### src/rtl/i2c_pkg.sv
// Shared definitions for the I2C master byte engines: FSM states, bit-slot timing and sample-vote codes.
package i2c_pkg;

    localparam int unsigned PHASES_PER_BIT     = 8;
    localparam int unsigned SCL_HIGH_PHASE     = 4;
    localparam int unsigned SDA_UPDATE_PHASE   = 1;
    localparam int unsigned SAMPLE_FIRST_PHASE = 5;
    localparam int unsigned BITS_PER_BYTE      = 8;
    localparam int unsigned PHASE_W            = 3;
    localparam int unsigned BIT_W              = 4;

    typedef enum logic [1:0] {
        ST_IDLE,
        ST_SHIFT,
        ST_ACK,
        ST_DONE
    } state_e;

    typedef enum logic [1:0] {
        VOTE_NONE,
        VOTE_ZERO,
        VOTE_ONE,
        VOTE_UNSTABLE
    } vote_e;

    // Collapse "saw a 0" / "saw a 1" flags into a vote result.
    function automatic vote_e vote(input logic seen0, input logic seen1);
        vote_e v;
        case ({seen1, seen0})
            2'b01:   v = VOTE_ZERO;
            2'b10:   v = VOTE_ONE;
            2'b11:   v = VOTE_UNSTABLE;
            default: v = VOTE_NONE;
        endcase
        return v;
    endfunction

endpackage

### src/rtl/i2c_bit_sampler.sv
// Multi-sample vote of SDA over the SCL-high window; the current sample is folded in combinationally
// so the verdict is available on the same edge that takes the last sample.
module i2c_bit_sampler
    import i2c_pkg::*;
(
    input  logic clk,
    input  logic rst_n,
    input  logic clear_i,
    input  logic en_i,
    input  logic sample_i,
    output logic value_c,
    output logic unstable_c
);

    logic  seen0_q, seen1_q;
    logic  seen0_c, seen1_c;
    vote_e vote_c;

    always_comb begin
        seen0_c    = seen0_q | (en_i & ~sample_i);
        seen1_c    = seen1_q | (en_i &  sample_i);
        vote_c     = vote(seen0_c, seen1_c);
        value_c    = (vote_c == VOTE_ONE);
        unstable_c = (vote_c == VOTE_UNSTABLE);
    end

    always_ff @(posedge clk or negedge rst_n) begin
        if (!rst_n) begin
            seen0_q <= 1'b0;
            seen1_q <= 1'b0;
        end else if (clear_i) begin
            seen0_q <= 1'b0;
            seen1_q <= 1'b0;
        end else if (en_i) begin
            seen0_q <= seen0_c;
            seen1_q <= seen1_c;
        end
    end

endmodule

### src/rtl/i2c_master_write_byte.sv
// I2C master transmit engine: shifts one byte MSB-first with 8-phase SCL slots, then samples the ACK slot.
// Driven data bits are checked against the bus while SCL is high.
module i2c_master_write_byte
    import i2c_pkg::*;
#(
    parameter bit CHECK_BUS = 1'b1
) (
    input  logic       clock,
    input  logic       reset_n,
    input  logic       go,
    input  logic [7:0] data,
    output logic       finish,
    output logic       ack,
    output logic       error,
    input  logic       sda_in,
    output logic       sda_out,
    output logic       scl
);

    localparam logic [PHASE_W-1:0] LAST_PHASE   = PHASE_W'(PHASES_PER_BIT - 1);
    localparam logic [PHASE_W-1:0] HIGH_PHASE   = PHASE_W'(SCL_HIGH_PHASE);
    localparam logic [PHASE_W-1:0] UPDATE_PHASE = PHASE_W'(SDA_UPDATE_PHASE);
    localparam logic [PHASE_W-1:0] SAMPLE_PHASE = PHASE_W'(SAMPLE_FIRST_PHASE);
    localparam logic [BIT_W-1:0]   LAST_BIT     = BIT_W'(BITS_PER_BYTE - 1);

    state_e             state_q, state_d;
    logic [PHASE_W-1:0] phase_q, phase_d;
    logic [BIT_W-1:0]   bit_q, bit_d;
    logic [7:0]         shift_q, shift_d;
    logic               scl_q, scl_d;
    logic               sda_q, sda_d;
    logic               finish_q, finish_d;
    logic               ack_q, ack_d;
    logic               error_q, error_d;

    logic smp_value, smp_unstable, smp_en, smp_clear, busy, bit_bad;

    assign busy      = (state_q == ST_SHIFT) || (state_q == ST_ACK);
    assign smp_en    = busy && go && (phase_q >= SAMPLE_PHASE);
    assign smp_clear = (state_q == ST_IDLE) || (phase_q == '0);
    assign bit_bad   = smp_unstable || ((CHECK_BUS != 1'b0) && (smp_value != shift_q[7]));

    i2c_bit_sampler u_sampler (
        .clk        (clock),
        .rst_n      (reset_n),
        .clear_i    (smp_clear),
        .en_i       (smp_en),
        .sample_i   (sda_in),
        .value_c    (smp_value),
        .unstable_c (smp_unstable)
    );

    always_comb begin
        state_d  = state_q;
        phase_d  = phase_q;
        bit_d    = bit_q;
        shift_d  = shift_q;
        scl_d    = scl_q;
        sda_d    = sda_q;
        finish_d = finish_q;
        ack_d    = ack_q;
        error_d  = error_q;

        case (state_q)
            ST_IDLE: begin
                scl_d    = 1'b1;
                sda_d    = 1'b1;
                finish_d = 1'b0;
                if (go) begin
                    shift_d = data;
                    ack_d   = 1'b0;
                    error_d = 1'b0;
                    phase_d = '0;
                    bit_d   = '0;
                    state_d = ST_SHIFT;
                end
            end
            ST_SHIFT, ST_ACK: begin
                if (!go) begin
                    // Abort releases the bus; ack/error keep their last values.
                    state_d  = ST_IDLE;
                    scl_d    = 1'b1;
                    sda_d    = 1'b1;
                    finish_d = 1'b0;
                end else begin
                    phase_d = phase_q + PHASE_W'(1);
                    scl_d   = (phase_q >= HIGH_PHASE);
                    if (phase_q == UPDATE_PHASE) begin
                        sda_d = (state_q == ST_SHIFT) ? shift_q[7] : 1'b1;
                    end
                    if (phase_q == LAST_PHASE) begin
                        if (state_q == ST_ACK) begin
                            state_d  = ST_DONE;
                            finish_d = 1'b1;
                            sda_d    = 1'b1;
                            ack_d    = ~smp_unstable & ~smp_value;
                            error_d  = smp_unstable;
                        end else if (bit_bad) begin
                            state_d  = ST_DONE;
                            finish_d = 1'b1;
                            sda_d    = 1'b1;
                            error_d  = 1'b1;
                        end else begin
                            shift_d = {shift_q[6:0], 1'b0};
                            bit_d   = bit_q + BIT_W'(1);
                            if (bit_q == LAST_BIT) begin
                                state_d = ST_ACK;
                            end
                        end
                    end
                end
            end
            ST_DONE: begin
                scl_d = 1'b1;
                sda_d = 1'b1;
                if (!go) begin
                    state_d  = ST_IDLE;
                    finish_d = 1'b0;
                end
            end
            default: state_d = ST_IDLE;
        endcase
    end

    always_ff @(posedge clock or negedge reset_n) begin
        if (!reset_n) begin
            state_q  <= ST_IDLE;
            phase_q  <= '0;
            bit_q    <= '0;
            shift_q  <= '0;
            scl_q    <= 1'b1;
            sda_q    <= 1'b1;
            finish_q <= 1'b0;
            ack_q    <= 1'b0;
            error_q  <= 1'b0;
        end else begin
            state_q  <= state_d;
            phase_q  <= phase_d;
            bit_q    <= bit_d;
            shift_q  <= shift_d;
            scl_q    <= scl_d;
            sda_q    <= sda_d;
            finish_q <= finish_d;
            ack_q    <= ack_d;
            error_q  <= error_d;
        end
    end

    assign scl     = scl_q;
    assign sda_out = sda_q;
    assign finish  = finish_q;
    assign ack     = ack_q;
    assign error   = error_q;

endmodule

### config.mk
export PLATFORM = sky130hd
export DESIGN_NAME = i2c_master_write_byte
export DESIGN_NICKNAME = d
export VERILOG_FILES = /design/src/rtl/i2c_pkg.sv /design/src/rtl/i2c_bit_sampler.sv /design/src/rtl/i2c_master_write_byte.sv
export SDC_FILE = /design/constraint.sdc
export NUM_CORES = 1
export LEC_CHECK = 0
export BUFFER_PORTS_ARGS = -buffer_cell sky130_fd_sc_hd__buf_4
export CAP_MARGIN = 40
export CORE_MARGIN = 4
export CORE_UTILIZATION = 40
export CTS_BUF_LIST = sky130_fd_sc_hd__clkbuf_4 sky130_fd_sc_hd__clkbuf_8
export DETAILED_ROUTE_END_ITERATION = 8
export HOLD_SLACK_MARGIN = 0.05
export PLACE_DENSITY = 0.56
export SLEW_MARGIN = 20
export SYNTH_ARGS = -nofsm -noshare
export SYNTH_HDL_FRONTEND = slang
export SYNTH_SLANG_ARGS = --single-unit
### constraint.sdc
create_clock -name clock -period 2.9 [get_ports clock]
set_clock_uncertainty 0.1 [all_clocks]
set_input_delay 0.58 -clock clock [delete_from_list [all_inputs] [get_ports clock]]
set_output_delay 0.58 -clock clock [all_outputs]
set_load 0.02 [all_outputs]
# Yosys cells after proc, flatten, opt, wreduce, memory -nomap -nowiden
# Cells that the tools add are included.
# classes
addsub,2
n_lt_le_gt_ge,2
n_eq_ne,23
mux,52
n_bitwise,8
n_reduce_logical,17
# ops
cell,n
2-to-1 mux 8 bit,5
2-to-1 mux 1 bit,23
2-to-1 mux 4 bit,5
one-hot mux 8 bit (2 select lines),1
2-to-1 mux 2 bit,7
!= test 2 bit (second input constant),7
equality test 2 bit (second input constant),6
one-hot mux 2 bit (3 select lines),2
AND reduction 5 bit,2
one-hot mux 1 bit (2 select lines),4
one-hot mux 4 bit (2 select lines),1
>= comparator 3 bit (second input constant),2
2-to-1 mux 3 bit,2
!= test 3 bit (second input constant),2
one-hot mux 3 bit (2 select lines),1
AND reduction 3 bit,2
AND reduction 6 bit,1
!= test 5 bit (second input constant),1
adder 4 x 1 -> 4 bit (second input constant),1
equality test 2 x 1 -> 1 bit (second input constant),2
equality test 4 x 3 -> 1 bit (second input constant),1
!= test 4 bit (second input constant),1
AND reduction 4 bit,1
nonzero test 2 bit,2
other kinds (13),22
# totals
regBits,24
in_bits,12
out_inout_bits,5
wordCells,115

# Longest topological paths before layout
# Gate-level depths: netlist of the first run.
# logic_depth
depth_word,16
ltp_mapped,8
mapped_depth_nobuf,7

# By module
# From an unflattened synthesis of the first run, not the netlist that was laid out.
# hier_totals
hier_cells,143
hier_area_um2,1428.9
# by_module_without_submodules
module,n_inst,cells_per_inst,area_each_um2
i2c_master_write_byte,1,132,1321.3
i2c_bit_sampler,1,11,107.6

# Worst setup path before layout of the first run
# OpenSTA, ideal clock, no wires.
# synth_path
path_type,register -> register
start,reg state_q[0]
end,reg bit_q[2]
setup_ns,0.080
t_arrival_ns,2.056
setup_slack_ns,0.664
stages_incl_launch_ff,8
path_buffers,0
period_less_slack_ns,2.236
path_cell_list,dfrtp_1 > inv_1 > ha_1 > o2111a_2 > mux2i_1 > nor2_2 > or4_4 > o211ai_2
# synth_via
elab_chain_len,13
# synth_rtl
element,line_no,rtl
start: declaration,i2c_master_write_byte.sv:26,"state_e state_q, state_d;"
start signal: assignment,i2c_master_write_byte.sv:137,state_q <= state_d;
equality test 2 x 1 -> 1 bit or equality test 2 bit (tied branches),"i2c_master_write_byte.sv:38, i2c_master_write_byte.sv:64, i2c_master_write_byte.sv:92",
logical OR 1 bit,i2c_master_write_byte.sv:38,assign busy = (state_q == ST_SHIFT) || (state_q == ST_ACK);
logical AND 1 bit (2 in a row),i2c_master_write_byte.sv:39,assign smp_en = busy && go && (phase_q >= SAMPLE_PHASE);
AND 1 bit (on tied branches),"i2c_bit_sampler.sv:20, i2c_bit_sampler.sv:21",
OR 1 bit (on tied branches),"i2c_bit_sampler.sv:20, i2c_bit_sampler.sv:21",
equality test 2 bit or equality test 2 x 1 -> 1 bit (tied branches),i2c_pkg.sv:29,"case ({seen1, seen0})"
one-hot mux 2 bit (3 select lines),i2c_pkg.sv:29,
equality test 2 bit,i2c_bit_sampler.sv:23,value_c = (vote_c == VOTE_ONE);
!= test 1 bit,i2c_master_write_byte.sv:41,assign bit_bad = smp_unstable || ((CHECK_BUS != 1'b0) && (smp_value != shift_q[7]));
logical OR 1 bit,i2c_master_write_byte.sv:41,
!= test 2 bit (no line),--,
AND reduction 6 bit (no line),--,
end signal: assignment,i2c_master_write_byte.sv:139,bit_q <= bit_d;
end: declaration,i2c_master_write_byte.sv:28,"logic [BIT_W-1:0] bit_q, bit_d;"
# Parallel ways exist; a longest one is shown, timed or not.
# A chain may end at the register's enable or synchronous reset.

# Worst setup path in the final report of the first run
# Same ends and word-level chain as after synthesis.

==> run_results.csv, run 1 <==
group,metric,value,unit
run_status,status,"completed",
pwr,p_int,1.05,mW
pwr,pwr-share-seq,32.9,%
place,numPortBuffers,16,
pwr,p_total,1.85,mW
yosys,synth_cells,149,
die,start_util,42.3,%
worst_setup_path,crit_fanout,7,
die,die-area,4600,um^2
final_layout,fillers,331,
clocking,cts_sinks,24,
timing,fmax,396,MHz
worst_setup_path,worstSetupPathType,"reg -> reg",
timing,relSlewSlack,53.8,%
timing,worst_slew_pin_slew,0.686,ns
yosys,synth_fa_ha_area_share,9.61,%
yosys,synth-simple-area-share,14.8,%
worst_setup_path,cp.required,3.06,ns
routing,wl_per_cell,15.2,um
global_route,antenna_found_initial,0,
final_layout,area_delta_synth_final,16.6,%
timing,rsz0062_at_grt,"false",
die,core,3390,um^2
yosys,syn-num-nets,172,
worst_hold_path,holdPathEnd,"shift_q[0]",
global_route,grt_overflow,0,
global_route,grt_pass1_vias,1150,
yosys,syn_area,1430,um^2
clocking,cts_tree,"yes",
yosys,synth_xor_area_share,0,%
worst_setup_path,crit_chain,"inv_1 > ha_1 > o2111a_2 > mux2i_1 > nor2_2 > or4_4 > o211ai_2",
worst_setup_path,arrival,2.68,ns
timing,period_needed,2.53,ns
final_layout,fin_area,1670,um^2
worst_setup_path,path_buf_inv,1,
worst_setup_path,reg2regPathDepth,7,
die,ios,17,
pwr,p_sw,803,uW
worst_setup_path,r2r_end,"bit_q[2]",
global_route,grt_pass1_wl,5640,um
yosys,ys_seq_elements,24,
yosys,yosys_warnings,0,
routing,via_per_inst,5.89,
final_layout,mostFrequentLayoutCells,"dfrtp_1 (22), buf_4 (18), o22ai_1 (14)",
timing,hold_ws,0.369,ns
final_layout,nNetsFinal,192,
global_route,grt_usage,16.3,%
place,numPlacedInstances,209,
place,gp_congestion,0.809,
clocking,root_buffer,"clkbuf_4",
timing,drv_slew,0,
worst_setup_path,slowest_stage,"or4_4",
worst_setup_path,cpPeakStageDelay,0.53,ns
timing,fin_ws,0.373,ns
final_layout,layout.cells.most_common,"dfrtp_1",
place,dp_slack,0.421,ns
pwr,comb_power_share,53.8,%
worst_setup_path,worstSetupEndpointType,"register",
final_layout,antenna_cells,0,
run,drv_cap,0,
routing,first_pass_iters,4,
clocking,clkTransAtPathRegs,0.14,ns
clocking,htree_levels,1,
routing,drc,0,
die,die_w,67.8,um
worst_setup_path,reg2reg_setup_slack,0.37,ns
global_route,grt_max_degree,25,
clocking,cts_inserted_buffers,3,
routing,routed_wl,3250,um
yosys,synth_area_per_cell,9.61,um^2
place,hpwl,2430,um
place,placed_area,1610,um^2
worst_setup_path,reg2reg_from,"state_q[0]",
worst_hold_path,hp-start,"data[0]",
clocking,clk_latency,0.32,ns
final_layout,drive_gt1_share,20.2,%
timing,fin_setup_tns,0,ns
routing,drtAntennaViolNets,0,
pwr,powerDensity,1110,nW/um^2
final_layout,post-route-util,49.3,%
timing,finalSetupViolCount,0,
pwr,p_sw_share,43.4,%
worst_hold_path,holdPathStages,2,
yosys,synthMuxAreaShare,3.76,%
pwr,ir_drop,0.000536,V
yosys,synth.distinct_cells,41,
timing,final-hold-violation-count,0,
timing,period_share,87.1,%
pwr,p_clk_share,13.3,%
yosys,seq_area_frac_synth,42.1,%
final_layout,stdcell_count,214,
worst_setup_path,path_delay_family,"simple AND/OR/NAND/NOR gates",
worst_setup_path,cp-start-kind,"register",
clocking,clock_path_buffers,2,
yosys,synth_compound_area_share,26.4,%
routing,vias,1260,
worst_hold_path,hold_class,"in -> reg",
pwr,p_leak,0.733,nW
die,placement_rows,21,
die,die_y,67.8,um
routing,drt_iter0_markers,103,
yosys,synth_top_family_by_area,"compound AO/OA/AOI/OAI gates",
## synth_stat cells
| cell | count | area, um^2 |
|---|---|---|
| o211ai_1 | 1 | 7.51 |
| nand2_1 | 12 | 45.0 |
| nor4bb_1 | 1 | 10.0 |
| nor2b_1 | 2 | 12.5 |
| mux2i_1 | 2 | 20.0 |
| or2_2 | 1 | 6.26 |
| nor3_1 | 4 | 20.0 |
| clkbuf_1 | 2 | 7.51 |
| and3b_1 | 1 | 8.76 |
| nand2b_1 | 1 | 6.26 |
| o2111a_2 | 1 | 12.5 |
| o211ai_2 | 1 | 12.5 |
| o31ai_1 | 1 | 7.51 |
| dfrtp_1 | 22 | 551 |
| a21oi_1 | 10 | 50.1 |
| buf_2 | 2 | 10.0 |
| nand3b_1 | 3 | 22.5 |
| o21a_1 | 1 | 7.51 |
| o21ai_0 | 10 | 50.1 |
| a31oi_1 | 3 | 18.8 |
| nor2_2 | 1 | 6.26 |
| o22ai_1 | 14 | 87.6 |
| nand4_1 | 1 | 6.26 |
| a22o_1 | 4 | 35.0 |
| o221ai_1 | 1 | 8.76 |
| a221oi_1 | 1 | 8.76 |
| a211o_1 | 1 | 8.76 |
| or4_4 | 1 | 11.3 |
| dfstp_2 | 2 | 52.6 |
| o32ai_1 | 1 | 8.76 |
| o31a_1 | 1 | 8.76 |
| ha_1 | 11 | 138 |
| a22oi_1 | 2 | 15.0 |
| inv_1 | 8 | 30.0 |
| a211oi_2 | 1 | 12.5 |
| o2bb2ai_1 | 1 | 8.76 |
| and3_1 | 1 | 6.26 |
| nand3_1 | 5 | 25.0 |
| nor2_1 | 7 | 26.3 |
| o21ai_2 | 1 | 8.76 |
| mux2_2 | 3 | 33.8 |
## flip-flops by register name, summed over array words and instances (netlist names)
| signal | count |
|---|---|
| ack | 1 |
| phase_q | 3 |
| u_sampler.seen1_q | 1 |
| u_sampler.seen0_q | 1 |
| bit_q | 4 |
| finish | 1 |
| sda_out | 1 |
| state_q | 2 |
| shift_q | 8 |
| scl | 1 |
| error | 1 |
## worst max path at each step
stage          startpoint    endpoint  slack (ns)  cells after the start
4_1_cts        state_q[0]    bit_q[2]        0.38                      7
2_1_floorplan  state_q[0]    bit_q[2]        0.66                      7
3_5_place_dp   state_q[0]    bit_q[2]        0.42                      7
3_3_place_gp   state_q[0]    bit_q[2]        0.46                      7
5_1_grt        state_q[0]  shift_q[6]        0.25                      8
6_report       state_q[0]    bit_q[2]        0.37                      7
## power by group through the flow
| stage | Clock [mW] | Combinational, mW | Sequential, mW |
|---|---|---|---|
| 2_1_floorplan | 0 | 0.711 | 0.619 |
| 3_3_place_gp | 0 | 0.974 | 0.612 |
| 3_5_place_dp | 0 | 0.998 | 0.611 |
| 4_1_cts | 0.253 | 0.997 | 0.607 |
| 5_1_grt | 0.270 | 1.12 | 0.631 |
| 6_report | 0.246 | 0.995 | 0.608 |
## final cells by class
cell class | count | area [um^2] | share of cell area [%]
inverters | 8 | 30.0 | 1.80
flip-flops and latches | 24 | 603 | 36.1
well taps | 46 | 57.6 | 3.45
clock buffers | 3 | 22.5 | 1.35
multi-input cells | 113 | 782 | 46.8
repair buffers | 19 | 145 | 8.69
clock inverters | 1 | 30.0 | 1.80
## what timing repair did
action	in CTS	in global routing
resized for setup	0	0
endpoints found under the hold margin	22	0
setup buffers	0	0
hold buffers	1	0
## kinds of logic (layout without fill, tap and decap cells)
| kind of cell | count (synthesis) | after routing |
|---|---|---|
| flip-flops | 24 | 24 |
| multiplexers | 5 | 5 |
| adder cells (fa/ha/maj) | 11 | 11 |
| AND/OR/NAND/NOR | 41 | 41 |
| AO/OA/AOI/OAI | 56 | 56 |
| buffers and inverters | 12 | 31 |
## routing by layer
layer | vias to the layer above | global-route usage (%) | share of wire (%)
met4 | 0 | 4.96 | 1.5
li1 | 605 | - | -
met2 | 35 | 24.4 | 46
met1 | 616 | 23.1 | 46
met3 | 4 | 4.11 | 6.2
met5 | - | 0 | 0
(Power assumes the default switching activity.)
==> run 2: changes to the inputs <==
Settings changed: CORE_MARGIN 4 to 2.
==> run_results.csv, run 2 (synthesis results as in run 1) <==
group,metric,value,unit
die,placement_rows,21,
worst_setup_path,path_delay_family,"simple AND/OR/NAND/NOR gates",
run_status,status,"completed",
die,die_y,63.8,um
routing,drc,0,
place,hpwl,2380,um
routing,via_per_inst,5.86,
place,gp_congestion,0.872,
final_layout,layout.cells.most_common,"dfrtp_1",
die,start_util,42.3,%
clocking,clock_path_buffers,2,
global_route,grt_overflow,0,
place,numPortBuffers,16,
pwr,ir_drop,0.000522,V
final_layout,antenna_cells,0,
worst_hold_path,hold_class,"in -> reg",
pwr,p_clk_share,10.1,%
final_layout,largest_register,"shift_q",
die,die-area,4080,um^2
timing,period_needed,2.54,ns
final_layout,largest_reg_flops,8,
routing,drtAntennaViolNets,0,
timing,period_share,87.7,%
timing,fin_setup_tns,0,ns
worst_setup_path,path_buf_inv,1,
pwr,p_sw,808,uW
die,die_w,63.8,um
routing,first_pass_iters,4,
global_route,grt_max_degree,25,
pwr,pwr-share-seq,34.1,%
die,core,3390,um^2
routing,drt_iter0_markers,95,
pwr,comb_power_share,55.8,%
timing,relSlewSlack,55.5,%
run,drv_cap,0,
pwr,powerDensity,1080,nW/um^2
die,ios,17,
worst_hold_path,holdPathStages,2,
routing,wl_met3,168,um
timing,fmax,393,MHz
worst_setup_path,crit_fanout,7,
timing,finalSetupViolCount,0,
global_route,grt_pass1_vias,1175,
timing,drv_slew,0,
clocking,cts.repair.resized,0,
global_route,grt_usage,16.9,%
worst_setup_path,path_depth,7,
clocking,cts_tree,"yes",
timing,hold_ws,0.371,ns
global_route,grt_pass1_wl,5530,um
clocking,clkTransAtPathRegs,0.15,ns
pwr,p_sw_share,45.1,%
global_route,antenna_found_initial,0,
routing,top_layer_used,"met4",
clocking,cts_inserted_buffers,3,
routing,dr_wl_met2,1420,um
worst_setup_path,crit_chain,"inv_1 > ha_1 > o2111a_2 > mux2i_1 > nor2_2 > or4_4 > o211ai_2",
routing,wl_per_cell,15.1,um
worst_setup_path,cp-start-kind,"register",
final_layout,largest_registers,"shift_q: 8 flops, bit_q: 4 flops, phase_q: 3 flops",
worst_setup_path,arrival,2.70,ns
clocking,htree_levels,1,
final_layout,nNetsFinal,192,
routing,routed_wl,3230,um
worst_setup_path,worstSetupEndpointType,"register",
final_layout,mostFrequentLayoutCells,"dfrtp_1 (22), buf_4 (18), o22ai_1 (14)",
timing,final-hold-violation-count,0,
pwr,p_int,983,uW
pwr,p_leak,0.726,nW
final_layout,drive_gt1_share,20.2,%
clocking,cts_sinks,24,
routing,wl_met1,1620,um
timing,rsz0062_at_grt,"false",
worst_setup_path,reg2regPathDepth,7,
routing,vias,1254,
final_layout,area_delta_synth_final,15.5,%
clocking,clk_latency,0.32,ns
worst_setup_path,cpPeakStageDelay,0.53,ns
clocking,root_buffer,"clkbuf_4",
worst_setup_path,cp.required,3.06,ns
worst_setup_path,worstSetupPathType,"reg -> reg",
timing,worst_slew_pin_slew,0.661,ns
worst_setup_path,slowest_stage,"or4_4",
-- run 2: changes by cell type in the layout (fill, tap and decap cells not counted) --
cell / before / now
bufinv_16: 1 / 0
clkbuf_8: 0 / 1
-- run 2: power by group through the flow --
stage / sequential [mW] / clock [mW] / combinational (mW)
2_1_floorplan: 0.619 / 0 / 0.711
3_3_place_gp: 0.612 / 0 / 0.975
3_5_place_dp: 0.616 / 0 / 0.992
4_1_cts: 0.608 / 0.186 / 1.00
5_1_grt: 0.631 / 0.203 / 1.12
6_report: 0.611 / 0.181 / 0.999
-- run 2: area by class of cell --
class	instances	area, um^2
fill	329	1740
multi-input combinational	113	782
sequential	24	603
timing repair buffer	19	145
tap	46	57.6
clock buffer	4	36.3
inverter	8	30.0
-- run 2: repair_timing --
action | CTS | global route
buffers inserted | 0 | 0
hold buffers | 1 | 0
hold endpoints to repair | 22 | 0
-- run 2: path summary, 6_finish.rpt --
| path | startpoint | endpoint | slack [ns] |
|---|---|---|---|
| min | data[0] | shift_q[0] | 0.37 |
| max in group asynchronous | reset_n | sda_out | 1.82 |
| min in group asynchronous | reset_n | error | 0.57 |
| max | state_q[0] | bit_q[2] | 0.36 |
| max reg2reg | state_q[0] | bit_q[2] | 0.36 |
| min reg2reg | error | error | 0.44 |
-- run 2: per-stage QoR --
| step | cells | area [um^2] | setup WS, ns | total power, mW | utilization (%) |
|---|---|---|---|---|---|
| final | 214 | 1650 | 0.357 | 1.79 | 48.8 |
| after global routing | 214 | 1650 | 0.196 | 1.96 | 48.8 |
| after CTS | 214 | 1650 | 0.365 | 1.79 | 48.8 |
| after detailed placement | 209 | 1610 | 0.391 | 1.61 | 47.4 |
| after global placement | 209 | 1610 | 0.445 | 1.59 | 47.4 |
| after floorplan | 149 | 1430 | 0.664 | 1.33 | - |
-- run 2: metal layers --
| layer | GRT usage (%) | up-vias |
|---|---|---|
| li1 | - | 606 |
| met1 | 25.4 | 608 |
| met2 | 24.7 | 38 |
| met3 | 2.11 | 2 |
| met4 | 5.98 | 0 |
| met5 | 0 | - |
==> run 3: changes to the inputs <==
Settings changed: MAX_ROUTING_LAYER set to met4.
==> run_results.csv, run 3 (synthesis results as in run 1) <==
group,metric,value,unit
run_status,status,"completed",
clocking,htree_levels,1,
pwr,p_int,983,uW
worst_setup_path,crit_fanout,7,
global_route,grt_pass1_vias,1179,
final_layout,nNetsFinal,192,
final_layout,largest_registers,"shift_q: 8 flops, bit_q: 4 flops, phase_q: 3 flops",
timing,fmax,394,MHz
worst_setup_path,cp.required,3.06,ns
die,die_w,63.8,um
clocking,hold_buffers,1,
worst_setup_path,worstSetupStartpoint,"state_q[0]",
pwr,ir_drop,0.000523,V
worst_setup_path,path_buf_inv,1,
die,start_util,42.3,%
clocking,root_buffer,"clkbuf_4",
global_route,grt_max_degree,25,
pwr,p_sw_share,45.0,%
routing,drc,0,
clocking,cts_inserted_buffers,3,
global_route,grt_pass1_wl,5520,um
routing,vias,1254,
worst_setup_path,worstSetupPathType,"reg -> reg",
global_route,met1_usage,25.3,%
worst_setup_path,cp-start-kind,"register",
clocking,postCtsSetupRepairBufs,0,
die,die-area,4080,um^2
worst_setup_path,cpPeakStageDelay,0.53,ns
timing,period_share,87.6,%
pwr,pwr-share-seq,34.2,%
final_layout,mostFrequentLayoutCells,"dfrtp_1 (22), buf_4 (18), o22ai_1 (14)",
timing,drv_slew,0,
die,core,3390,um^2
worst_setup_path,arrival,2.70,ns
die,ios,17,
worst_setup_path,path_delay_family,"simple AND/OR/NAND/NOR gates",
global_route,grt_usage,17.3,%
worst_hold_path,holdPathStages,2,
worst_setup_path,r2r_end,"bit_q[2]",
global_route,grt.busiest_layer,"met1",
final_layout,largest_register,"shift_q",
global_route,antenna_found_initial,0,
die,die_y,63.8,um
worst_setup_path,slowest_stage,"or4_4",
final_layout,fillers,329,
worst_setup_path,worstSetupEndpointType,"register",
final_layout,layout.cells.most_common,"dfrtp_1",
routing,routed_wl,3220,um
clocking,cts_tree,"yes",
final_layout,regArea,603,um^2
place,hpwl,2380,um
place,gp_congestion,0.886,
pwr,p_leak,0.726,nW
timing,fin_ws,0.360,ns
place,dp_slack,0.391,ns
worst_setup_path,reg2regPathDepth,7,
clocking,clock_path_buffers,2,
worst_hold_path,hp-start,"data[0]",
routing,via_per_inst,5.86,
worst_setup_path,reg2reg_from,"state_q[0]",
pwr,p_clk_share,10.1,%
timing,period_needed,2.54,ns
pwr,comb_power_share,55.7,%
routing,first_pass_iters,5,
die,placement_rows,21,
timing,fin_setup_tns,0,ns
global_route,grt_overflow,0,
timing,worst_slew_pin_slew,0.675,ns
clocking,clkTransAtPathRegs,0.15,ns
routing,drt_iter0_markers,101,
clocking,cts.repair.resized,0,
clocking,cts_sinks,24,
worst_setup_path,reg2reg_setup_slack,0.36,ns
worst_hold_path,hold_class,"in -> reg",
routing,drtAntennaViolNets,0,
final_layout,area_delta_synth_final,15.5,%
worst_setup_path,crit_chain,"inv_1 > ha_1 > o2111a_2 > mux2i_1 > nor2_2 > or4_4 > o211ai_2",
final_layout,multi_input_area,782,um^2
global_route,grtUsageMet2,24.7,%
timing,final-hold-violation-count,0,
clocking,clk_latency,0.32,ns
place,numPortBuffers,16,
timing,rsz0062_at_grt,"false",
timing,relSlewSlack,54.5,%
worst_hold_path,holdPathEnd,"shift_q[0]",
final_layout,drive_gt1_share,20.2,%
run,drv_cap,0,
pwr,p_sw,806,uW
pwr,powerDensity,1080,nW/um^2
final_layout,largest_reg_flops,8,
timing,finalSetupViolCount,0,
final_layout,antenna_cells,0,
global_route,met3_usage,2.11,%
routing,wl_per_cell,15.1,um
[run 3: cell type report]
class	instances	area share, %
Tap cell	46	3.48
Inverter	8	1.82
Timing Repair Buffer	19	8.77
Clock buffer	4	2.19
Multi-Input combinational cell	113	47.3
Sequential cell	24	36.5
[run 3: per-stage QoR]
| stage | hold slack (ns) | total power, mW | area [um^2] | std cells | utilization [%] |
|---|---|---|---|---|---|
| final | 0.370 | 1.79 | 1650 | 214 | 48.8 |
| after global placement | 0.395 | 1.59 | 1610 | 209 | 47.4 |
| after floorplan | 0.184 | 1.33 | 1430 | 149 | - |
| after global routing | 0.372 | 1.96 | 1650 | 214 | 48.8 |
| after detailed placement | 0.395 | 1.61 | 1610 | 209 | 47.4 |
| after CTS | 0.374 | 1.79 | 1650 | 214 | 48.8 |
[run 3: power groups by stage]
stage | logic (mW) | registers (mW) | clock network, mW
CTS | 1.00 | 0.608 | 0.186
detailed placement | 0.992 | 0.616 | 0
finish | 0.996 | 0.612 | 0.181
global route | 1.12 | 0.631 | 0.203
floorplan | 0.711 | 0.619 | 0
global placement | 0.975 | 0.612 | 0
[run 3: worst max-delay path by stage]
stage | endpoint | slack, ns | depth (start not counted)
2_1_floorplan | bit_q[2] | 0.66 | 7
3_3_place_gp | bit_q[2] | 0.45 | 7
3_5_place_dp | bit_q[2] | 0.39 | 7
4_1_cts | bit_q[2] | 0.37 | 7
5_1_grt | shift_q[5] | 0.20 | 8
6_report | bit_q[2] | 0.36 | 7
[run 3: routing by layer]
metal	part of all wire, %	routed length [um]
met1	50	1600
met2	44	1420
met3	5.8	187
met4	0.59	19
met5	0	0
